**config.mk**
```make
export PLATFORM = sky130hd
export DESIGN_NAME = sync_bidir_fifo
export DESIGN_NICKNAME = d
export VERILOG_FILES = /design/src/rtl/sync_bidir_fifo_pkg.sv /design/src/rtl/sync_bidir_fifo_mem.sv /design/src/rtl/sync_bidir_fifo.sv
export SDC_FILE = /design/constraint.sdc
export NUM_CORES = 1
export LEC_CHECK = 0
export CAP_MARGIN = 25
export CORE_MARGIN = 3
export CORE_UTILIZATION = 45
export CTS_CLUSTER_SIZE = 24
export DETAILED_ROUTE_END_ITERATION = 10
export DONT_BUFFER_PORTS = 1
export GPL_TIMING_DRIVEN = 1
export SLEW_MARGIN = 10
export SYNTH_ARGS = -nofsm -noshare
export SYNTH_HDL_FRONTEND = slang
export SYNTH_SLANG_ARGS = --single-unit
```
**constraint.sdc**
```tcl
create_clock -name clk -period 3 [get_ports clk]
set_input_delay 0.45 -clock clk [delete_from_list [all_inputs] [get_ports clk]]
set_output_delay 0.45 -clock clk [all_outputs]
set_load 0.01 [all_outputs]
```
**src/rtl/sync_bidir_fifo_pkg.sv**
```systemverilog
// rtl/sync_bidir_fifo_pkg.sv - direction-ownership state and direction encodings
package sync_bidir_fifo_pkg;

  typedef enum logic [1:0] {
    A2B   = 2'd0,
    B2A   = 2'd1,
    DRAIN = 2'd2,
    TURN  = 2'd3
  } state_t;

  localparam logic DIR_A2B = 1'b1;
  localparam logic DIR_B2A = 1'b0;

endpackage

```
**src/rtl/sync_bidir_fifo_mem.sv**
```systemverilog
// rtl/sync_bidir_fifo_mem.sv - single-clock simple dual-port RAM, fall-through or registered read
module sync_bidir_fifo_mem #(
  parameter int DSIZE       = 8,
  parameter int ASIZE       = 4,
  parameter     FALLTHROUGH = "TRUE"
) (
  input  logic             clk,
  input  logic             rst_n,
  input  logic             we,
  input  logic [ASIZE-1:0] waddr,
  input  logic [DSIZE-1:0] wdata,
  input  logic             re,
  input  logic [ASIZE-1:0] raddr,
  output logic [DSIZE-1:0] rdata
);

  logic [DSIZE-1:0] mem_q [0:(1<<ASIZE)-1];

  always_ff @(posedge clk) begin
    if (we) mem_q[waddr] <= wdata;
  end

  if (FALLTHROUGH == "TRUE") begin : g_fwft
    logic unused_rd_ctl;
    assign unused_rd_ctl = re ^ rst_n;
    assign rdata = mem_q[raddr];
  end else begin : g_reg
    logic [DSIZE-1:0] rdata_q;
    logic [DSIZE-1:0] rdata_d;

    // Word is held until the next accepted read.
    always_comb begin
      rdata_d = rdata_q;
      if (re) rdata_d = mem_q[raddr];
    end

    always_ff @(posedge clk or negedge rst_n) begin
      if (!rst_n) rdata_q <= '0;
      else        rdata_q <= rdata_d;
    end

    assign rdata = rdata_q;
  end

endmodule

```
**src/rtl/sync_bidir_fifo.sv**
```systemverilog
// rtl/sync_bidir_fifo.sv - shared-buffer bidirectional FIFO with drain-then-turnaround ownership; SYNC_BIDIR_FIFO_ERR_EN enables sticky err
module sync_bidir_fifo #(
  parameter int DSIZE         = 8,
  parameter int ASIZE         = 4,
  parameter     FALLTHROUGH   = "TRUE",
  parameter int AFULL_MARGIN  = 1,
  parameter int AEMPTY_MARGIN = 1,
  parameter bit INIT_DIR      = 1'b1
) (
  input  logic             clk,
  input  logic             rst_n,
  input  logic             a_winc,
  input  logic [DSIZE-1:0] a_wdata,
  input  logic             a_rinc,
  output logic [DSIZE-1:0] a_rdata,
  output logic             a_full,
  output logic             a_afull,
  output logic             a_empty,
  output logic             a_aempty,
  input  logic             b_winc,
  input  logic [DSIZE-1:0] b_wdata,
  input  logic             b_rinc,
  output logic [DSIZE-1:0] b_rdata,
  output logic             b_full,
  output logic             b_afull,
  output logic             b_empty,
  output logic             b_aempty,
  input  logic             a_dir_req,
  input  logic             b_dir_req,
  output logic             dir,
  output logic             turn,
  output logic [ASIZE:0]   level,
  input  logic             err_clr,
  output logic             err
);
  import sync_bidir_fifo_pkg::*;

  localparam int DEPTH_I     = 1 << ASIZE;
  localparam int AFULL_TH_I  = (AFULL_MARGIN >= DEPTH_I) ? 0 : DEPTH_I - AFULL_MARGIN;
  localparam int AEMPTY_TH_I = (AEMPTY_MARGIN > DEPTH_I) ? DEPTH_I : AEMPTY_MARGIN;
  localparam logic [ASIZE:0] DEPTH_L   = DEPTH_I[ASIZE:0];
  localparam logic [ASIZE:0] AFULL_TH  = AFULL_TH_I[ASIZE:0];
  localparam logic [ASIZE:0] AEMPTY_TH = AEMPTY_TH_I[ASIZE:0];

  state_t         state_q, state_d;
  logic           dir_q, dir_d;
  logic [ASIZE:0] wptr_q, wptr_d;
  logic [ASIZE:0] rptr_q, rptr_d;
  logic [ASIZE:0] level_q, level_d;
  logic           err_q, err_d;

  logic           w_lock, wr_full, wr_afull, rd_empty, rd_aempty;
  logic           w_inc, r_inc, wr_en, rd_en;
  logic [DSIZE-1:0] w_data, r_data;

  // Flags come only from registered level/state, never from the inc inputs.
  always_comb begin
    w_lock    = (state_q == DRAIN) || (state_q == TURN);
    wr_full   = w_lock || (level_q == DEPTH_L);
    wr_afull  = w_lock || (level_q >= AFULL_TH);
    rd_empty  = (state_q == TURN) || (level_q == '0);
    rd_aempty = (state_q == TURN) || (level_q <= AEMPTY_TH);
    a_full    = (dir_q == DIR_A2B) ? wr_full   : 1'b1;
    a_afull   = (dir_q == DIR_A2B) ? wr_afull  : 1'b1;
    b_full    = (dir_q == DIR_B2A) ? wr_full   : 1'b1;
    b_afull   = (dir_q == DIR_B2A) ? wr_afull  : 1'b1;
    a_empty   = (dir_q == DIR_B2A) ? rd_empty  : 1'b1;
    a_aempty  = (dir_q == DIR_B2A) ? rd_aempty : 1'b1;
    b_empty   = (dir_q == DIR_A2B) ? rd_empty  : 1'b1;
    b_aempty  = (dir_q == DIR_A2B) ? rd_aempty : 1'b1;
  end

  always_comb begin
    w_inc   = (dir_q == DIR_A2B) ? a_winc  : b_winc;
    w_data  = (dir_q == DIR_A2B) ? a_wdata : b_wdata;
    r_inc   = (dir_q == DIR_A2B) ? b_rinc  : a_rinc;
    wr_en   = w_inc && !wr_full;
    rd_en   = r_inc && !rd_empty;
    wptr_d  = wptr_q + {{ASIZE{1'b0}}, wr_en};
    rptr_d  = rptr_q + {{ASIZE{1'b0}}, rd_en};
    level_d = level_q + {{ASIZE{1'b0}}, wr_en} - {{ASIZE{1'b0}}, rd_en};
  end

  always_comb begin
    state_d = state_q;
    dir_d   = dir_q;
    case (state_q)
      A2B:     if (b_dir_req && !a_dir_req) state_d = DRAIN;
      B2A:     if (a_dir_req && !b_dir_req) state_d = DRAIN;
      DRAIN:   if (level_q == '0) state_d = TURN;
      default: begin
        dir_d   = ~dir_q;
        state_d = (dir_q == DIR_A2B) ? B2A : A2B;
      end
    endcase
  end

`ifdef SYNC_BIDIR_FIFO_ERR_EN
  logic err_set;
  always_comb begin
    err_set = (a_winc && a_full) || (b_winc && b_full) ||
              (a_rinc && a_empty) || (b_rinc && b_empty);
    err_d   = err_set || (err_q && !err_clr);
  end
`else
  logic unused_err_clr;
  assign unused_err_clr = err_clr;
  always_comb err_d = 1'b0;
`endif

  always_ff @(posedge clk or negedge rst_n) begin
    if (!rst_n) begin
      state_q <= INIT_DIR ? A2B : B2A;
      dir_q   <= INIT_DIR;
      wptr_q  <= '0;
      rptr_q  <= '0;
      level_q <= '0;
      err_q   <= 1'b0;
    end else begin
      state_q <= state_d;
      dir_q   <= dir_d;
      wptr_q  <= wptr_d;
      rptr_q  <= rptr_d;
      level_q <= level_d;
      err_q   <= err_d;
    end
  end

  sync_bidir_fifo_mem #(
    .DSIZE(DSIZE), .ASIZE(ASIZE), .FALLTHROUGH(FALLTHROUGH)
  ) u_mem (
    .clk(clk), .rst_n(rst_n),
    .we(wr_en), .waddr(wptr_q[ASIZE-1:0]), .wdata(w_data),
    .re(rd_en), .raddr(rptr_q[ASIZE-1:0]), .rdata(r_data)
  );

  assign a_rdata = r_data;
  assign b_rdata = r_data;
  assign dir     = dir_q;
  assign turn    = (state_q == DRAIN) || (state_q == TURN);
  assign level   = level_q;
  assign err     = err_q;

endmodule

```
Yosys cells after proc, flatten, opt, wreduce, memory -nomap -nowiden --
Memories as Yosys holds them, arrays and structs flattened. Cells that the tools add are included.
Operators by class: equality and inequality tests 7, reductions and logical operators 17, add/subtract/negate cells 4, bitwise operators 1, multiplexer cells 18, $lt $le $gt $ge 2
Operators by type and width (number):
- adder 5 x 1 -> 5 bit | 3
- two-way mux 1 bit | 13
- two-way mux 8 bit | 1
- two-way mux 2 bit | 3
- one-hot mux 2 bit (3 select lines) | 1
- == test 5 bit, second input constant | 1
- >= comparator 5 x 4 -> 1 bit, second input constant | 1
- less-or-equal comparator 5 x 1 -> 1 bit, second input constant | 1
- logical NOT 5 bit | 1
- logical OR 1 bit | 5
- subtractor 5 x 1 -> 5 bit | 1
- == test 2 bit, second input constant | 2
- logical AND 1 bit | 4
- logical NOT 1 bit | 4
- inequality test 2 bit, second input constant | 2
- AND reduction 3 bit | 1
- OR reduction 3 bit | 1
- == test 2 x 1 -> 1 bit, second input constant | 1
- logical NOT 2 bit | 1
- inequality test 2 x 1 -> 1 bit, second input constant | 1
- inverter 1 bit | 1
Word-level totals: register bits 18, memory bits (writable) 128, memories kept 1, input bits 25, logic and storage cells 55
Memory list:
- u_mem.mem_q | depth 16, width 8, rd ports 1, clocked after Yosys merged registers in 0, wr ports 1, line sync_bidir_fifo_mem.sv:17 | logic [DSIZE-1:0] mem_q [0:(1<<ASIZE)-1];

Depth between registers and ports, before layout --
word-level depth 7, gate-level depth with buffers 13, gate-level depth less buffers 12

Cells and area by module --
A second synthesis with hierarchy kept.
Second synthesis, totals: cell total of the unflattened synthesis 328, area total of the unflattened synthesis 6153.4 µm²
Modules (own cells, without submodules):
- sync_bidir_fifo_mem | instances 1, cells an instance 221, area each 4987.3 µm², seq. area each 3843.7 µm²
- sync_bidir_fifo | instances 1, cells an instance 107, area each 1166.1 µm², seq. area each 401.6 µm²

Worst setup path after synthesis --
Ideal clock, no wire load.
path type register -> register, start reg level_q[2] (netlist: level[2]), end reg level_q[4] (netlist: level[4]), arrival 2.711 ns, setup slack 0.166 ns, buffers on the path 1, clock period less this slack 2.834 ns, data required time 2.877 ns, cell stages (with the launch flop) 14, cell sequence dfrtp_1 -> inv_1 -> ha_1 -> nor3b_1 -> a21oi_1 -> nand2_1 -> buf_2 -> ha_1 -> inv_1 -> ha_1 -> fa_1 -> a21oi_1 -> o21bai_1 -> xnor2_1
On the way: word-level cells in the longest chain between the ends 6, elaborated cells between the ends (all ways) 10, those cells by class 2 x add/sub; 1 x eq/ne; 7 x reduce/logical
RTL lines:
- start, declared | line sync_bidir_fifo.sv:49 | logic [ASIZE:0] level_q, level_d;
- start signal, assigned | line sync_bidir_fifo.sv:124 | level_q <= level_d;
- == test 5 bit | line sync_bidir_fifo.sv:59 | wr_full = w_lock || (level_q == DEPTH_L);
- logical OR 1 bit | line sync_bidir_fifo.sv:59
- logical NOT 1 bit | line sync_bidir_fifo.sv:77 | wr_en = w_inc && !wr_full;
- logical AND 1 bit | line sync_bidir_fifo.sv:77
- adder 5 x 1 -> 5 bit | line sync_bidir_fifo.sv:81 | level_d = level_q + {{ASIZE{1'b0}}, wr_en} - {{ASIZE{1'b0}}, rd_en};
- subtractor 5 x 1 -> 5 bit (*) | line sync_bidir_fifo.sv:81
- net level_d[4] | line sync_bidir_fifo.sv:49
Mark *: on every way through the listed nets, which the timed path passes. The rest lies on a longest branch. A chain may end at the register's enable or synchronous reset.

Final worst setup path --
start reg level_q[3] (netlist: level[3]), end reg level_q[4] (netlist: level[4])
Same word-level chain as after synthesis.

==> impl_metrics.py <==
metrics = {
    "sta": {
        "skew_ps": 7.973,
        "fin_hold_ws_ps": 214.9,
        "fmax_mhz": 365.4,
        "rsz0062_at_grt": "no",
        "hold_violations": 0,
        "tightest_slew_ps": 726.1,
        "fin_crit_ps": 2737,
        "timing.final.crit_share_pct": 91.23,
        "setup_tns_ps": 0,
        "maxSlewHeadroom_pct": 51.43,
        "fin_ws_ps": 263.2,
        "setup_viol": 0,
        "drv_slew": 0,
    },
    "yosys": {
        "ys_seq_area_share_pct": 69.13,
        "syn_inst": 334,
        "ys_seq_elements": 144,
        "postSynth.asyncResetShare_pct": 11.11,
        "avgSynthCellArea_sq_um": 18.39,
        "ys.flop_type": "edfxtp_1",
        "synthDistinctLibCells": 40,
        "netlist_area_sq_mm": 0.006141,
        "synth-warning-count": 0,
        "synth-edff-count": 128,
        "synth_fp_nets": 376,
    },
    "critical_path": {
        "rrSetupSlack_ps": 260,
        "crit_chain": "inv_1, ha_1, or4b_4, nand2_1, nor2_1, ha_1, inv_1, ha_1, fa_1, a21oi_1, o21bai_1, xnor2_1",
        "arrival_ps": 3030,
        "path_common_cell": "ha_1",
        "rr_worst_depth": 12,
        "regToRegEndpoint": "level[4]",
        "worstPathRequired_ps": 3300,
        "r2r-start": "level[3]",
        "crit_slowest_cell": "or4b_4",
        "worstSetupStartpointType": "flop",
        "criticalPathCategory": "flop to flop",
        "endpoint_kind": "flop",
        "slowest_delay_ps": 490,
        "critPathMaxFanout": 3,
    },
    "clocking": {
        "cts-root-buf": "clkbuf_16",
        "cts_buffers": 17,
        "htreeDepth": 4,
        "cts_tree": "built",
        "path_clk_slew_ps": 60,
        "clock_path_buffers": 2,
        "clock_latency_ps": 410,
        "cts.sinks": 144,
    },
    "global_routing": {
        "use_met1_pct": 20.57,
        "antenna_found_initial": 0,
        "track_usage_pct": 16.27,
        "gr-usage-met3_pct": 4.608,
        "grt_pass1_wl_um": 17510,
        "busiest_layer": "met2",
        "grt_overflow": 0,
        "grt_max_degree": 33,
        "grt_util_met2_pct": 27.20,
        "grt_pass1_vias": 3151,
    },
    "layout": {
        "multi_input_area_sq_mm": 0.001723,
        "fin_area_sq_mm": 0.007029,
        "n_antenna_cell": 0,
        "final_nets": 395,
        "fin_util_pct": 52.87,
        "finalNonFillerCells": 541,
        "ff_latch_area_sq_mm": 0.004247,
        "area_delta_synth_final_pct": 14.47,
        "fill_cells": 1062,
        "drive_gt1_share_pct": 25.21,
    },
    "routing": {
        "drtIter0Drc": 213,
        "routed_wl_um": 11340,
        "ant_nets": 0,
        "avgViaCountPerCell": 5.579,
        "num_vias": 3018,
        "drc": 0,
        "drt-wirelength-per-cell_um": 20.97,
        "drt_pass1_iterations": 4,
    },
    "die": {
        "ios": 57,
        "initial_core_util_pct": 46.19,
        "die_y_um": 122.8,
        "rows": 42,
        "die_w_um": 122.8,
        "fp.dieArea_sq_mm": 0.01508,
        "core-area_sq_mm": 0.01330,
    },
    "place": {
        "io_buffer_count": 0,
        "placedCellCount": 509,
        "finalWeightedCongestion": 0.7601,
        "hpwl_um": 7221,
        "placed_area_sq_mm": 0.006440,
        "pre_cts_slack_ps": 104.9,
    },
    "hold_path": {
        "hp-class": "input port to flop",
        "holdPathStages": 2,
        "hold_end": "state_q[1]",
        "hold_start": "b_dir_req",
    },
    "status": {
        "run_status": "finished clean",
    },
    "power_and_ir_drop": {
        "p_total_mw": 6.881,
        "p_leak_nw": 2.440,
        "power_density_mw_per_mm2": 978.9,
        "vdd.ir_drop.worst_uv": 557.3,
    },
    "run": {
        "maxCapViolations": 0,
    },
}
[kinds of logic (layout without fill, tap and decap cells)]
logic type / Yosys count / count (layout) / synth area share [%]
and+or+nand+nor: 57 / 57 / 4.686
adders and majority gates: 17 / 17 / 3.586
AOI/OAI and AO/OA: 29 / 29 / 3.403
other: 1 / 1 / 0.06107
xor gates and xnor gates: 8 / 8 / 1.141
muxes: 42 / 42 / 14.41
buffers and inverters: 36 / 67 / 3.586
DFF: 144 / 144 / 69.13
[critical path, delay by kind of cell, from the launching register on]
kind            cells  cell delay [ps]
fa+ha+maj           4             1080
buf+inv             2              140
simple gates        3              640
compound gates      2              250
xor+xnor            1              130
flops               1              380
[layout by cell type, fill, tap and decap left out, types with 6 or more instances in the layout]
cell type  netlist  layout
a22oi_1         16      16
buf_4           10      24
clkbuf_16        0      17
dfrtp_1         15      14
edfxtp_1       128     128
ha_1            16      16
inv_1            9       9
mux2_2           9       9
mux4_1          14      14
mux4_2          18      18
nand2_1         19      19
nand2b_1         7       7
nor2_1           6       6
nor3_1           9       9
nor4_2           0       6
[power by group]
part           internal [mW]  switching (mW)  leakage, nW
Sequential              2.49           0.186         1.34
Combinational          0.896            1.28        0.822
Clock                   1.29           0.747        0.280
Total                   4.67            2.21         2.44
[Yosys cell counts, types with 7 or more instances]
| cell | instances | area, sq um |
|---|---|---|
| dfrtp_1 | 15 | 375.4 |
| mux4_2 | 18 | 405.4 |
| mux2_2 | 9 | 101.4 |
| mux4_1 | 14 | 367.9 |
| nand2_1 | 19 | 71.32 |
| buf_4 | 10 | 75.07 |
| a22oi_1 | 16 | 120.1 |
| nand2b_1 | 7 | 43.79 |
| nor3_1 | 9 | 45.04 |
| ha_1 | 16 | 200.2 |
| edfxtp_1 | 128 | 3844 |
| inv_1 | 9 | 33.78 |
[state kept, by name, summed over array words and instances, names as in the netlist]
| register | flops |
|---|---|
| u_mem.mem_q | 128 |
| level | 5 |
| rptr_q | 4 |
| wptr_q | 4 |
| state_q | 2 |
| dir | 1 |
[metal layers]
metal	routed length [um]	up-vias
li1	-	1364
met1	4691	1566
met2	5986	80
met3	589	8
met4	78	0
met5	0	-
[layout make-up]
class                   count  share of cell area (%)
inverters                   9                  0.4806
well taps                 176                   3.133
clock inverters            13                   2.083
flip-flops and latches    144                   60.41
repair buffers             27                   3.275
multi-input cells         154                   24.51
clock buffers              18                   6.105
[what timing repair did]
| action | 4_1_cts | 5_1_grt |
|---|---|---|
| setup buffers | 0 | 0 |
| gates resized for setup | 0 | 1 |
| setup endpoints to repair | 0 | 1 |
| hold buffers | 1 | 0 |
| endpoints found under the hold margin | 16 | 0 |
[how the worst max path moves through the flow]
stage | slack (ps) | to | start
global route | 100 | level[4] | level[3]
global placement | 150 | level[4] | level[3]
detailed placement | 100 | level[4] | level[3]
CTS | 90 | level[4] | level[3]
floorplan | 170 | level[4] | level[2]
finish | 260 | level[4] | level[3]
No activity file was read; power rests on OpenSTA's default activity.
